===== src/rtl/id_regfile_sb_if.sv =====
// Decode/writeback bundle for id_regfile_sb: read ports, write port, issue request and status.
interface id_regfile_sb_if #(
  parameter int unsigned WIDTH = 32,
  parameter int unsigned DEPTH = 32
) ();
  localparam int unsigned AW = $clog2(DEPTH);
  localparam int unsigned CW = $clog2(DEPTH + 1);

  logic [AW-1:0]    ReadSelect1;
  logic [AW-1:0]    ReadSelect2;
  logic             ReadUse1;
  logic             ReadUse2;
  logic [WIDTH-1:0] ReadData1;
  logic [WIDTH-1:0] ReadData2;
  logic [WIDTH-1:0] WriteData;
  logic [AW-1:0]    WriteSelect;
  logic             WriteEnable;
  logic             IssueValid;
  logic             IssueWrites;
  logic [AW-1:0]    IssueDest;
  logic             Stall;
  logic [CW-1:0]    BusyCount;

  modport master (
    output ReadSelect1, ReadSelect2, ReadUse1, ReadUse2,
    output WriteData, WriteSelect, WriteEnable,
    output IssueValid, IssueWrites, IssueDest,
    input  ReadData1, ReadData2, Stall, BusyCount
  );

  modport slave (
    input  ReadSelect1, ReadSelect2, ReadUse1, ReadUse2,
    input  WriteData, WriteSelect, WriteEnable,
    input  IssueValid, IssueWrites, IssueDest,
    output ReadData1, ReadData2, Stall, BusyCount
  );
endinterface


===== src/rtl/id_regfile_sb.sv =====
// Decode-stage register file with write-to-read bypass and a per-register busy scoreboard
// that stalls RAW/WAW hazards against outstanding writebacks.
module id_regfile_sb #(
  parameter int unsigned WIDTH    = 32,
  parameter int unsigned DEPTH    = 32,
  parameter bit          ZERO_REG = 1'b1,
  parameter bit          BYPASS   = 1'b1
) (
  input  logic           Clk,
  input  logic           Reset_n,
  id_regfile_sb_if.slave rf
);
  localparam int unsigned AW = $clog2(DEPTH);
  localparam int unsigned CW = $clog2(DEPTH + 1);

  logic [WIDTH-1:0] mem_q [DEPTH];
  logic [DEPTH-1:0] busy_q, busy_d;
  logic [CW-1:0]    cnt_q, cnt_d;

  logic [DEPTH-1:0] wclr, ebusy, set_vec;
  logic             stall, acc, inc, dec;
  logic             wr_ok;

  // Writes to a zero-masked index are dropped entirely.
  assign wr_ok = rf.WriteEnable && !(ZERO_REG && (rf.WriteSelect == '0));

  always_comb begin
    wclr    = '0;
    set_vec = '0;
    for (int i = 0; i < DEPTH; i++) begin
      wclr[i] = wr_ok && (rf.WriteSelect == AW'(i));
    end
    ebusy = BYPASS ? (busy_q & ~wclr) : busy_q;
    stall = rf.IssueValid && ((rf.ReadUse1 && ebusy[rf.ReadSelect1]) ||
                              (rf.ReadUse2 && ebusy[rf.ReadSelect2]) ||
                              (rf.IssueWrites && ebusy[rf.IssueDest]));
    acc   = rf.IssueValid && !stall && rf.IssueWrites &&
            !(ZERO_REG && (rf.IssueDest == '0));
    for (int i = 0; i < DEPTH; i++) begin
      set_vec[i] = acc && (rf.IssueDest == AW'(i));
    end
    // Set wins over a same-cycle clear on the same index.
    busy_d = (busy_q & ~wclr) | set_vec;
    inc    = |(set_vec & ~busy_q);
    dec    = |(wclr & busy_q & ~set_vec);
    cnt_d  = cnt_q + CW'(inc) - CW'(dec);
  end

  always_comb begin
    rf.ReadData1 = mem_q[rf.ReadSelect1];
    if (ZERO_REG && (rf.ReadSelect1 == '0)) begin
      rf.ReadData1 = '0;
    end else if (BYPASS && wr_ok && (rf.WriteSelect == rf.ReadSelect1)) begin
      rf.ReadData1 = rf.WriteData;
    end
  end

  always_comb begin
    rf.ReadData2 = mem_q[rf.ReadSelect2];
    if (ZERO_REG && (rf.ReadSelect2 == '0)) begin
      rf.ReadData2 = '0;
    end else if (BYPASS && wr_ok && (rf.WriteSelect == rf.ReadSelect2)) begin
      rf.ReadData2 = rf.WriteData;
    end
  end

  assign rf.Stall     = stall;
  assign rf.BusyCount = cnt_q;

  always_ff @(posedge Clk or negedge Reset_n) begin
    if (!Reset_n) begin
      for (int i = 0; i < DEPTH; i++) begin
        mem_q[i] <= '0;
      end
      busy_q <= '0;
      cnt_q  <= '0;
    end else begin
      if (wr_ok) begin
        mem_q[rf.WriteSelect] <= rf.WriteData;
      end
      busy_q <= busy_d;
      cnt_q  <= cnt_d;
    end
  end
endmodule


===== src/flat_wrapper.sv =====
// flat-port wrapper written by rule: the top's interface ports become plain ports
module id_regfile_sb_flat 
#(
  parameter int unsigned WIDTH    = 32,
  parameter int unsigned DEPTH    = 32,
  parameter bit          ZERO_REG = 1'b1,
  parameter bit          BYPASS   = 1'b1
)
  (Clk, Reset_n, rf_ReadSelect1, rf_ReadSelect2, rf_ReadUse1, rf_ReadUse2, rf_WriteData, rf_WriteSelect, rf_WriteEnable, rf_IssueValid, rf_IssueWrites, rf_IssueDest, rf_ReadData1, rf_ReadData2, rf_Stall, rf_BusyCount);
  id_regfile_sb_if #(.WIDTH(WIDTH), .DEPTH(DEPTH)) rf_i ();
  input  logic Clk;
  input  logic Reset_n;
  input wire logic [$bits(rf_i.ReadSelect1)-1:0] rf_ReadSelect1;
  input wire logic [$bits(rf_i.ReadSelect2)-1:0] rf_ReadSelect2;
  input wire logic [$bits(rf_i.ReadUse1)-1:0] rf_ReadUse1;
  input wire logic [$bits(rf_i.ReadUse2)-1:0] rf_ReadUse2;
  input wire logic [$bits(rf_i.WriteData)-1:0] rf_WriteData;
  input wire logic [$bits(rf_i.WriteSelect)-1:0] rf_WriteSelect;
  input wire logic [$bits(rf_i.WriteEnable)-1:0] rf_WriteEnable;
  input wire logic [$bits(rf_i.IssueValid)-1:0] rf_IssueValid;
  input wire logic [$bits(rf_i.IssueWrites)-1:0] rf_IssueWrites;
  input wire logic [$bits(rf_i.IssueDest)-1:0] rf_IssueDest;
  output wire logic [$bits(rf_i.ReadData1)-1:0] rf_ReadData1;
  output wire logic [$bits(rf_i.ReadData2)-1:0] rf_ReadData2;
  output wire logic [$bits(rf_i.Stall)-1:0] rf_Stall;
  output wire logic [$bits(rf_i.BusyCount)-1:0] rf_BusyCount;
  assign rf_i.ReadSelect1 = rf_ReadSelect1;
  assign rf_i.ReadSelect2 = rf_ReadSelect2;
  assign rf_i.ReadUse1 = rf_ReadUse1;
  assign rf_i.ReadUse2 = rf_ReadUse2;
  assign rf_i.WriteData = rf_WriteData;
  assign rf_i.WriteSelect = rf_WriteSelect;
  assign rf_i.WriteEnable = rf_WriteEnable;
  assign rf_i.IssueValid = rf_IssueValid;
  assign rf_i.IssueWrites = rf_IssueWrites;
  assign rf_i.IssueDest = rf_IssueDest;
  assign rf_ReadData1 = rf_i.ReadData1;
  assign rf_ReadData2 = rf_i.ReadData2;
  assign rf_Stall = rf_i.Stall;
  assign rf_BusyCount = rf_i.BusyCount;
  id_regfile_sb #(.WIDTH(WIDTH), .DEPTH(DEPTH), .ZERO_REG(ZERO_REG), .BYPASS(BYPASS)) u_core (.Clk(Clk), .Reset_n(Reset_n), .rf(rf_i));
endmodule

===== config.mk =====
export PLATFORM = sky130hd
export DESIGN_NAME = id_regfile_sb_flat
export DESIGN_NICKNAME = d
export VERILOG_FILES = /design/src/rtl/id_regfile_sb_if.sv /design/src/rtl/id_regfile_sb.sv /design/src/flat_wrapper.sv
export SDC_FILE = /design/constraint.sdc
export NUM_CORES = 2
export LEC_CHECK = 0
export ABC_AREA = 0
export CAP_MARGIN = 0
export CORE_MARGIN = 3
export CORE_UTILIZATION = 63
export DETAILED_ROUTE_END_ITERATION = 12
export MAX_ROUTING_LAYER = met4
export PLACE_DENSITY = 0.78
export SYNTH_ARGS = -nofsm -noshare
export SYNTH_HDL_FRONTEND = slang
export SYNTH_SLANG_ARGS = --single-unit

===== constraint.sdc =====
create_clock -name Clk -period 5.7 [get_ports Clk]
set_input_delay 1.14 -clock Clk [delete_from_list [all_inputs] [get_ports Clk]]
set_output_delay 1.14 -clock Clk [all_outputs]
set_load 0.02 [all_outputs]

* Yosys cells after proc, flatten, opt, wreduce, memory -nomap -nowiden
Cells that the tools add are included.
** Word-level totals
- Flip-flop bits (word level) :: 1062
- Input port bits :: 59
- Output and inout bits :: 71
- Logic and storage cells :: 223
** Cells by class
- $add $sub $neg :: 2
- $lt $le $gt $ge :: 7
- Equal/unequal tests :: 64
- Mux-type cells :: 19
- Bitwise logic cells :: 11
- Reduce and logical (&&, ||, !) cells :: 86
** Operators with widths (count)
- 1024-bit bitwise mux :: 1
- 32-bit binary-select mux with 5-bit select :: 2
- 32-bit two-way mux :: 9
- 32-bit demux with 5-bit select :: 1
- 5-bit == test (second input constant) :: 32
- 32-bit bitwise AND :: 4
- 32-bit inverter :: 3
- 5-bit by 4-bit == test with 1-bit output (second input constant) :: 16
- 1-bit logical AND :: 75
- 32-bit OR reduction :: 2
- 5-bit by 3-bit == test with 1-bit output (second input constant) :: 8
- 32-bit OR :: 1
- 5-bit by 2-bit == test with 1-bit output (second input constant) :: 4
- 5-bit logical NOT :: 4
- 6-bit >= comparator (second input constant) :: 3
- 5-bit by 6-bit < comparator with 1-bit output (second input constant) :: 3
- 5-bit inverter with 6-bit output :: 3
- 1-bit binary-select mux with 5-bit select :: 3
- 5-bit by 1-bit == test with 1-bit output (second input constant) :: 2
- 5-bit == test :: 2
- 6-bit by 1-bit adder with 6-bit output :: 1
- 6-bit by 1-bit < comparator with 1-bit output (second input constant) :: 1
- 6-bit by 1-bit subtractor with 6-bit output :: 1
- 1-bit logical NOT :: 3
- other kinds (2) :: 5

* Logic depth before layout (Yosys ltp)
- Word-level depth :: 21
- Depth in mapped cells :: 22
- Depth with buffers taken out :: 19

* Least setup slack after synthesis
Ideal clock, no wire load.
- Path type :: input port to flip-flop
- Start point :: input rf_WriteSelect[3]
- End point :: register u_core.cnt_q[4], in the netlist u_core.rf.BusyCount[4]
- Setup time :: 123 ps
- Arrival :: 5238 ps
- Data required time :: 5577 ps
- Setup slack :: 339 ps
- Stages :: 21
- Path buffers :: 2
- Cells stage by stage :: buf_2 nand4bb_1 buf_2 o311ai_4 o21ai_0 a2111oi_0 o32ai_1 a2111oi_4 a311oi_1 nor4_1 nand4_1 or4_1 ha_1 inv_1 ha_1 inv_1 fa_1 inv_1 a21o_1 a21oi_1 xnor2_1
** Between the ends
- Cells in the longest elaborated chain, start to end :: 21
- Elaborated cells on any way between the ends :: 124
- Classes of those cells :: 2 x add/sub; 31 x eq/ne; 6 x mux; 6 x bitwise; 79 x reduce/logical
** Ends and longest elaborated chain
- start: declaration :: RTL line flat_wrapper.sv:18 : input wire logic [$bits(rf_i.WriteSelect)-1:0] rf_WriteSelect;
- 5-bit logical NOT :: RTL line id_regfile_sb.sv:25, id_regfile_sb.sv:31
- 1-bit logical NOT :: RTL line id_regfile_sb.sv:25 : assign wr_ok = rf.WriteEnable && !(ZERO_REG && (rf.WriteSelect == '0));
- 1-bit logical AND :: RTL line id_regfile_sb.sv:25
- 1-bit logical AND :: RTL line id_regfile_sb.sv:31 : wclr[i] = wr_ok && (rf.WriteSelect == AW'(i));
- 32-bit inverter :: RTL line id_regfile_sb.sv:33 : ebusy = BYPASS ? (busy_q & ~wclr) : busy_q;
- 32-bit bitwise AND :: RTL line id_regfile_sb.sv:33
- 1-bit binary-select mux with 5-bit select (on tied branches) :: RTL line id_regfile_sb.sv:34, id_regfile_sb.sv:35
- 1-bit two-way mux (on tied branches) :: RTL line id_regfile_sb.sv:34, id_regfile_sb.sv:35
- [... 4 more ...]
- 1-bit logical NOT :: RTL line id_regfile_sb.sv:37 : acc = rf.IssueValid && !stall && rf.IssueWrites &&
- 1-bit logical AND (3 in a row) :: RTL line id_regfile_sb.sv:37
- 1-bit logical AND :: RTL line id_regfile_sb.sv:40 : set_vec[i] = acc && (rf.IssueDest == AW'(i));
- 32-bit bitwise AND / 32-bit inverter (equally long branches) :: RTL line id_regfile_sb.sv:44, id_regfile_sb.sv:45
- 32-bit OR reduction / 32-bit bitwise AND (equally long branches) :: RTL line id_regfile_sb.sv:44, id_regfile_sb.sv:45
- 6-bit by 1-bit adder with 6-bit output / 32-bit OR reduction (equally long branches) :: RTL line id_regfile_sb.sv:46, id_regfile_sb.sv:45
- 6-bit by 1-bit subtractor with 6-bit output * :: RTL line id_regfile_sb.sv:46 : cnt_d = cnt_q + CW'(inc) - CW'(dec);
- net u_core.cnt_d[4] :: RTL line id_regfile_sb.sv:18 : logic [CW-1:0] cnt_q, cnt_d;
- end signal: assignment :: RTL line id_regfile_sb.sv:82 : cnt_q <= cnt_d;
- end: declaration :: RTL line id_regfile_sb.sv:18
Mark *: on every way through the listed nets, which the timed path passes. The rest lies on a longest branch. The select of a mux whose other input is x is not followed.
A chain may end at the register's enable or synchronous reset.

* Worst setup path after layout
- Start point :: input rf_IssueDest[1]
- End point :: register u_core.cnt_q[4], in the netlist u_core.rf.BusyCount[4]
** Between the ends
- Cells in the longest elaborated chain, start to end :: 14
- Elaborated cells on any way between the ends :: 81
- Classes of those cells :: 2 x add/sub; 31 x eq/ne; 2 x mux; 3 x bitwise; 43 x reduce/logical
** Ends and longest elaborated chain
- start: declaration :: RTL line flat_wrapper.sv:22 : input wire logic [$bits(rf_i.IssueDest)-1:0] rf_IssueDest;
- 1-bit binary-select mux with 5-bit select :: RTL line id_regfile_sb.sv:36 : (rf.IssueWrites && ebusy[rf.IssueDest]));
- 1-bit two-way mux (not written as such) :: RTL line id_regfile_sb.sv:36
- 1-bit logical AND :: RTL line id_regfile_sb.sv:36
- 1-bit logical OR :: RTL line id_regfile_sb.sv:35 : (rf.ReadUse2 && ebusy[rf.ReadSelect2]) ||
- 1-bit logical AND :: RTL line id_regfile_sb.sv:34 : stall = rf.IssueValid && ((rf.ReadUse1 && ebusy[rf.ReadSelect1]) ||
- 1-bit logical NOT :: RTL line id_regfile_sb.sv:37
- 1-bit logical AND (3 in a row) :: RTL line id_regfile_sb.sv:37
- 1-bit logical AND :: RTL line id_regfile_sb.sv:40
- 32-bit bitwise AND / 32-bit inverter (equally long branches) :: RTL line id_regfile_sb.sv:44, id_regfile_sb.sv:45
- 32-bit OR reduction / 32-bit bitwise AND (equally long branches) :: RTL line id_regfile_sb.sv:44, id_regfile_sb.sv:45
- 6-bit by 1-bit adder with 6-bit output / 32-bit OR reduction (equally long branches) :: RTL line id_regfile_sb.sv:46, id_regfile_sb.sv:45
- 6-bit by 1-bit subtractor with 6-bit output * :: RTL line id_regfile_sb.sv:46
- net u_core.cnt_d[4] :: RTL line id_regfile_sb.sv:18
Marked as above.

==> key figures <==
Run status
  – Outcome: finished, final reports clean

Setup path
  – Reg-to-reg endpoint: u_core.rf.BusyCount[4]$_DFF_PN0_
  – Cells along the critical path: clkdlybuf4s50_1, buf_4, buf_4, mux2_2, a221oi_1, o21ai_0, nand4_1, o32ai_2, a2111oi_4, buf_4, buf_12, a31oi_1, nor4_2, nand4_1, or4_4, ha_1, inv_1, ha_1, inv_1, fa_2, inv_1, a21o_1, a21oi_1, xnor2_1
  – Critical register-to-register path startpoint: u_core.busy_q[3]$_DFF_PN0_
  – Highest fanout seen on the critical path: 10
  – Register-to-register setup slack: ~0.68 ns
  – Kind of end point of the critical path: flip-flop
  – Slowest-stage cell, CP: sky130_fd_sc_hd__or4_4
  – CP Capture Point: u_core.rf.BusyCount[4]$_DFF_PN0_
  – Required arrival time at the worst endpoint: between 6 and 7 ns
  – Critical path type: in -> reg
  – Critical Path Source: rf_IssueDest[1]
  – Number of cells traversed by the worst register-to-register path: 21
  – Worst path arrival time: 6.10 ns
  – Delay of the slowest cell on the worst path: approximately 0.53 ns
  – Crit path launch type: input pin

Synthesis
  – Flops & latches, synth: around 1100
  – Distinct cell type count of the synthesized netlist: 76
  – Nets in the synthesized netlist: 4395
  – Dominant cell by count in the synthesized netlist: sky130_fd_sc_hd__dfrtp_1
  – Average footprint of a synthesized cell: ~14 um^2
  – Cell count after synthesis: around 4300
  – Ys async rst share: 100%
  – Count of flip-flops with a built-in enable after synthesis: 0
  – Cell taking the most area after synthesis: sky130_fd_sc_hd__dfrtp_1
  – Post-synth top flop: sky130_fd_sc_hd__dfrtp_1
  – Seq/Total Area, Yosys: around 45%
  – Top cells by instance count after synthesis: 1062 x sky130_fd_sc_hd__dfrtp_1, 862 x sky130_fd_sc_hd__mux2_2, 565 x sky130_fd_sc_hd__mux4_2, 545 x sky130_fd_sc_hd__nand2_1, 351 x sky130_fd_sc_hd__clkbuf_1
  – Synth top area share: a little under half
  – Area contributors post-synth: sky130_fd_sc_hd__dfrtp_1 45%, sky130_fd_sc_hd__mux4_2 22%, sky130_fd_sc_hd__mux2_2 17%, sky130_fd_sc_hd__nand2_1 3.5%, sky130_fd_sc_hd__mux2i_1 2.5%
  – Number of warnings reported in the yosys synthesis log: 0
  – Mapped Area: about 60000 um^2

Drt
  – DRC violation total after the first TritonRoute iteration: between 5000 and 6000
  – Residual DRC: 0
  – Number of iterations in the first detailed-routing pass: 7
  – Vias per std cell: 7.28
  – Total number of vias: ~42000
  – WL/cell: about 34 um
  – Total wirelength of the detailed-routed design: 196000 um
  – Antenna Violating Nets Remaining: 0

Pwr
  – Clock group share of total power: 33.5%
  – Sequential fraction of design power: 43.1%
  – Switch Pwr: ~6.6 mW
  – Pint: between 15 and 20 mW
  – Leakage power figure: 29.2 nW
  – Switching power as a share of total power: between 20% and 30%
  – Power per cell area: approximately 350 nW/um^2
  – Portion of total power attributed to combinational logic: between 20% and 30%
  – Max VDD drop: approximately 0.29 mV

Clock network
  – H-tree levels: 3
  – Max Root-Sink Buffers: 3
  – Clk sink count: approximately 1100
  – TritonCTS clock tree: built
  – # hold bufs at CTS: 0
  – CTS Buf Count: approximately 110
  – Clk Latency, worst-skew pair: between 0.7 and 0.8 ns
  – Clock tree root buffer cell: sky130_fd_sc_hd__clkbuf_16
  – Clock-pin slew of the registers on the worst-case setup and hold paths: 0.06 ns

STA
  – RSZ-0062 raised after global routing: false
  – Final setup skew: about 0.036 ns
  – Setup-failing EPs final: 0
  – Share of the clock period used by the worst path after layout: roughly 97%
  – Final count of hold timing violations: 0
  – Slew margin rel.: 22.4%
  – Worst-margin pin slew: 1.16 ns
  – Number of pins with negative max-slew slack in the final report: 0
  – Peak Freq: approximately 0.18 GHz
  – Slack of the critical path: 0.164 ns
  – Post-layout min period: 5.54 ns

Run
  – MaxCap Viol Count: 0

Cells and area
  – # fillers: 6020
  – Fraction of layout cells with a size suffix above 1: approximately 45%
  – Layout overhead on the synthesized area: 14.1%
  – Post-layout instance count excluding filler cells: ~5800
  – Area occupied by registers: about 27000 um^2
  – Final layout net count: 4500
  – Footprint of the multi-input gates: slightly above 30000 um^2

Place
  – Placed wire-length estimate: around 110000 um
  – DP Cell Count: ~5600
  – Weighted congestion reported at the end of routability-driven placement: roughly 1.0
  – Count of input and output buffers: 129
  – Worst slack, placed: -0.852 ns

GRT
  – Total overflow reported by the global router: 0
  – Largest net degree at the start of global routing: ~140
  – Initial antenna violation count: 1
  – Combined global-route utilization of all metal layers: between 40% and 50%
  – Global-route wire length before repair: 289000 um
  – Number of global-route vias before repair: 42600

Floorplanning
  – Die Y-Extent: 311 um
  – IO Pins: 130
  – Total Die Area: 96700 um^2
  – Number of standard-cell rows in the floorplan: around 110
  – Floorplan Core Area: between 90000 and 100000 um^2
  – Die Wd: 311 um
  – Initial cell density of the core: between 60% and 70%

Min path
  – Path category of the worst min-delay check: reg -> reg
[state kept, by name (all words and copies together), names as in the netlist]
name                 count
u_core.mem_q          1024
u_core.busy_q           32
u_core.rf.BusyCount      6
[placed cells by master (no fill, tap or decap), drive strengths merged, types with 57 or more instances in the layout]
master	netlist	final
dfrtp	1062	1062
mux2	862	862
mux4	565	565
nand2	547	547
buf	118	344
clkbuf	351	162
nor2	145	145
mux2i	144	144
clkdlybuf4s50	0	109
o21ai	100	100
a211oi	64	64
a21oi	57	57
[per-layer routing]
layer	track usage [%]	vias to the layer above	wire [um]
met5	-	-	0
met3	10.7	666	23100
met2	60.6	2824	88100
li1	-	16500	-
met1	57.6	22000	74400
met4	17.5	0	10300
[logic make-up after synthesis]
kind of cell             synth area share, %
adder cells (fa/ha/maj)                0.162
AO/OA/AOI/OAI                           4.51
AND/OR/NAND/NOR                         5.67
flip-flops                              45.4
buffers and inverters                   3.28
multiplexers                            40.8
XOR/XNOR                               0.239
[power groups by stage]
stage          Sequential [mW]  Clock, mW  Combinational, mW
5_1_grt                   10.3       8.24               5.84
3_3_place_gp              10.0          0               5.28
2_1_floorplan             9.80          0               3.81
6_report                  10.1       7.88               5.51
4_1_cts                   10.1       7.93               5.46
3_5_place_dp              10.2          0               5.41
[metrics by stage]
stage | instance area (um^2) | utilization (%) | power, mW | hold slack (ns) | TNS, ns
floorplan | 58600 | - | 13.6 | 0.441 | 0
global placement | 62700 | 68.2 | 15.3 | 0.376 | -3.62
detailed placement | 62700 | 68.2 | 15.6 | 0.383 | -3.75
CTS | 66700 | 72.6 | 23.5 | 0.397 | 0
global route | 66800 | 72.7 | 24.4 | 0.406 | 0
finish | 66800 | 72.7 | 23.5 | 0.397 | 0
[how the worst min path moves through the flow]
| stage | startpoint | slack [ns] | to | cells past startpoint |
|---|---|---|---|---|
| after global placement | u_core.mem_q[1003]$_DFFE_PN0P_ | 0.38 | u_core.mem_q[1003]$_DFFE_PN0P_ | 0 |
| after global routing | u_core.mem_q[993]$_DFFE_PN0P_ | 0.41 | u_core.mem_q[993]$_DFFE_PN0P_ | 0 |
| after CTS | u_core.mem_q[1012]$_DFFE_PN0P_ | 0.40 | u_core.mem_q[1012]$_DFFE_PN0P_ | 0 |
| final | u_core.mem_q[1018]$_DFFE_PN0P_ | 0.40 | u_core.mem_q[1018]$_DFFE_PN0P_ | 0 |
| after detailed placement | u_core.mem_q[1021]$_DFFE_PN0P_ | 0.38 | u_core.mem_q[1021]$_DFFE_PN0P_ | 0 |
| after floorplan | u_core.mem_q[1000]$_DFFE_PN0P_ | 0.44 | u_core.mem_q[1000]$_DFFE_PN0P_ | 1 |
[cell type report]
type / instances / area share [%]
antenna: 2 / 0.00749
clock buffer: 161 / 4.85
clock inverter: 44 / 1.12
inverter: 22 / 0.124
multi-input combinational: 2776 / 45.6
sequential: 1062 / 39.8
tap: 1243 / 2.33
timing repair buffer: 460 / 6.25
[what timing repair did]
action	4_1_cts	5_1_grt
pin swaps	0	9
setup buffers	0	3
cloned	0	1
endpoints found under the setup margin	3	5
gates resized for setup	10	24
[worst max-delay path: cells and delay by family]
kind            cells  cell delay (ns)
fa+ha+maj           3             0.83
simple gates        4             1.21
mux                 1             0.35
xor+xnor            1             0.12
compound gates      7             1.08
buf+inv             8             1.36
Power figures use the tool's default switching activity.
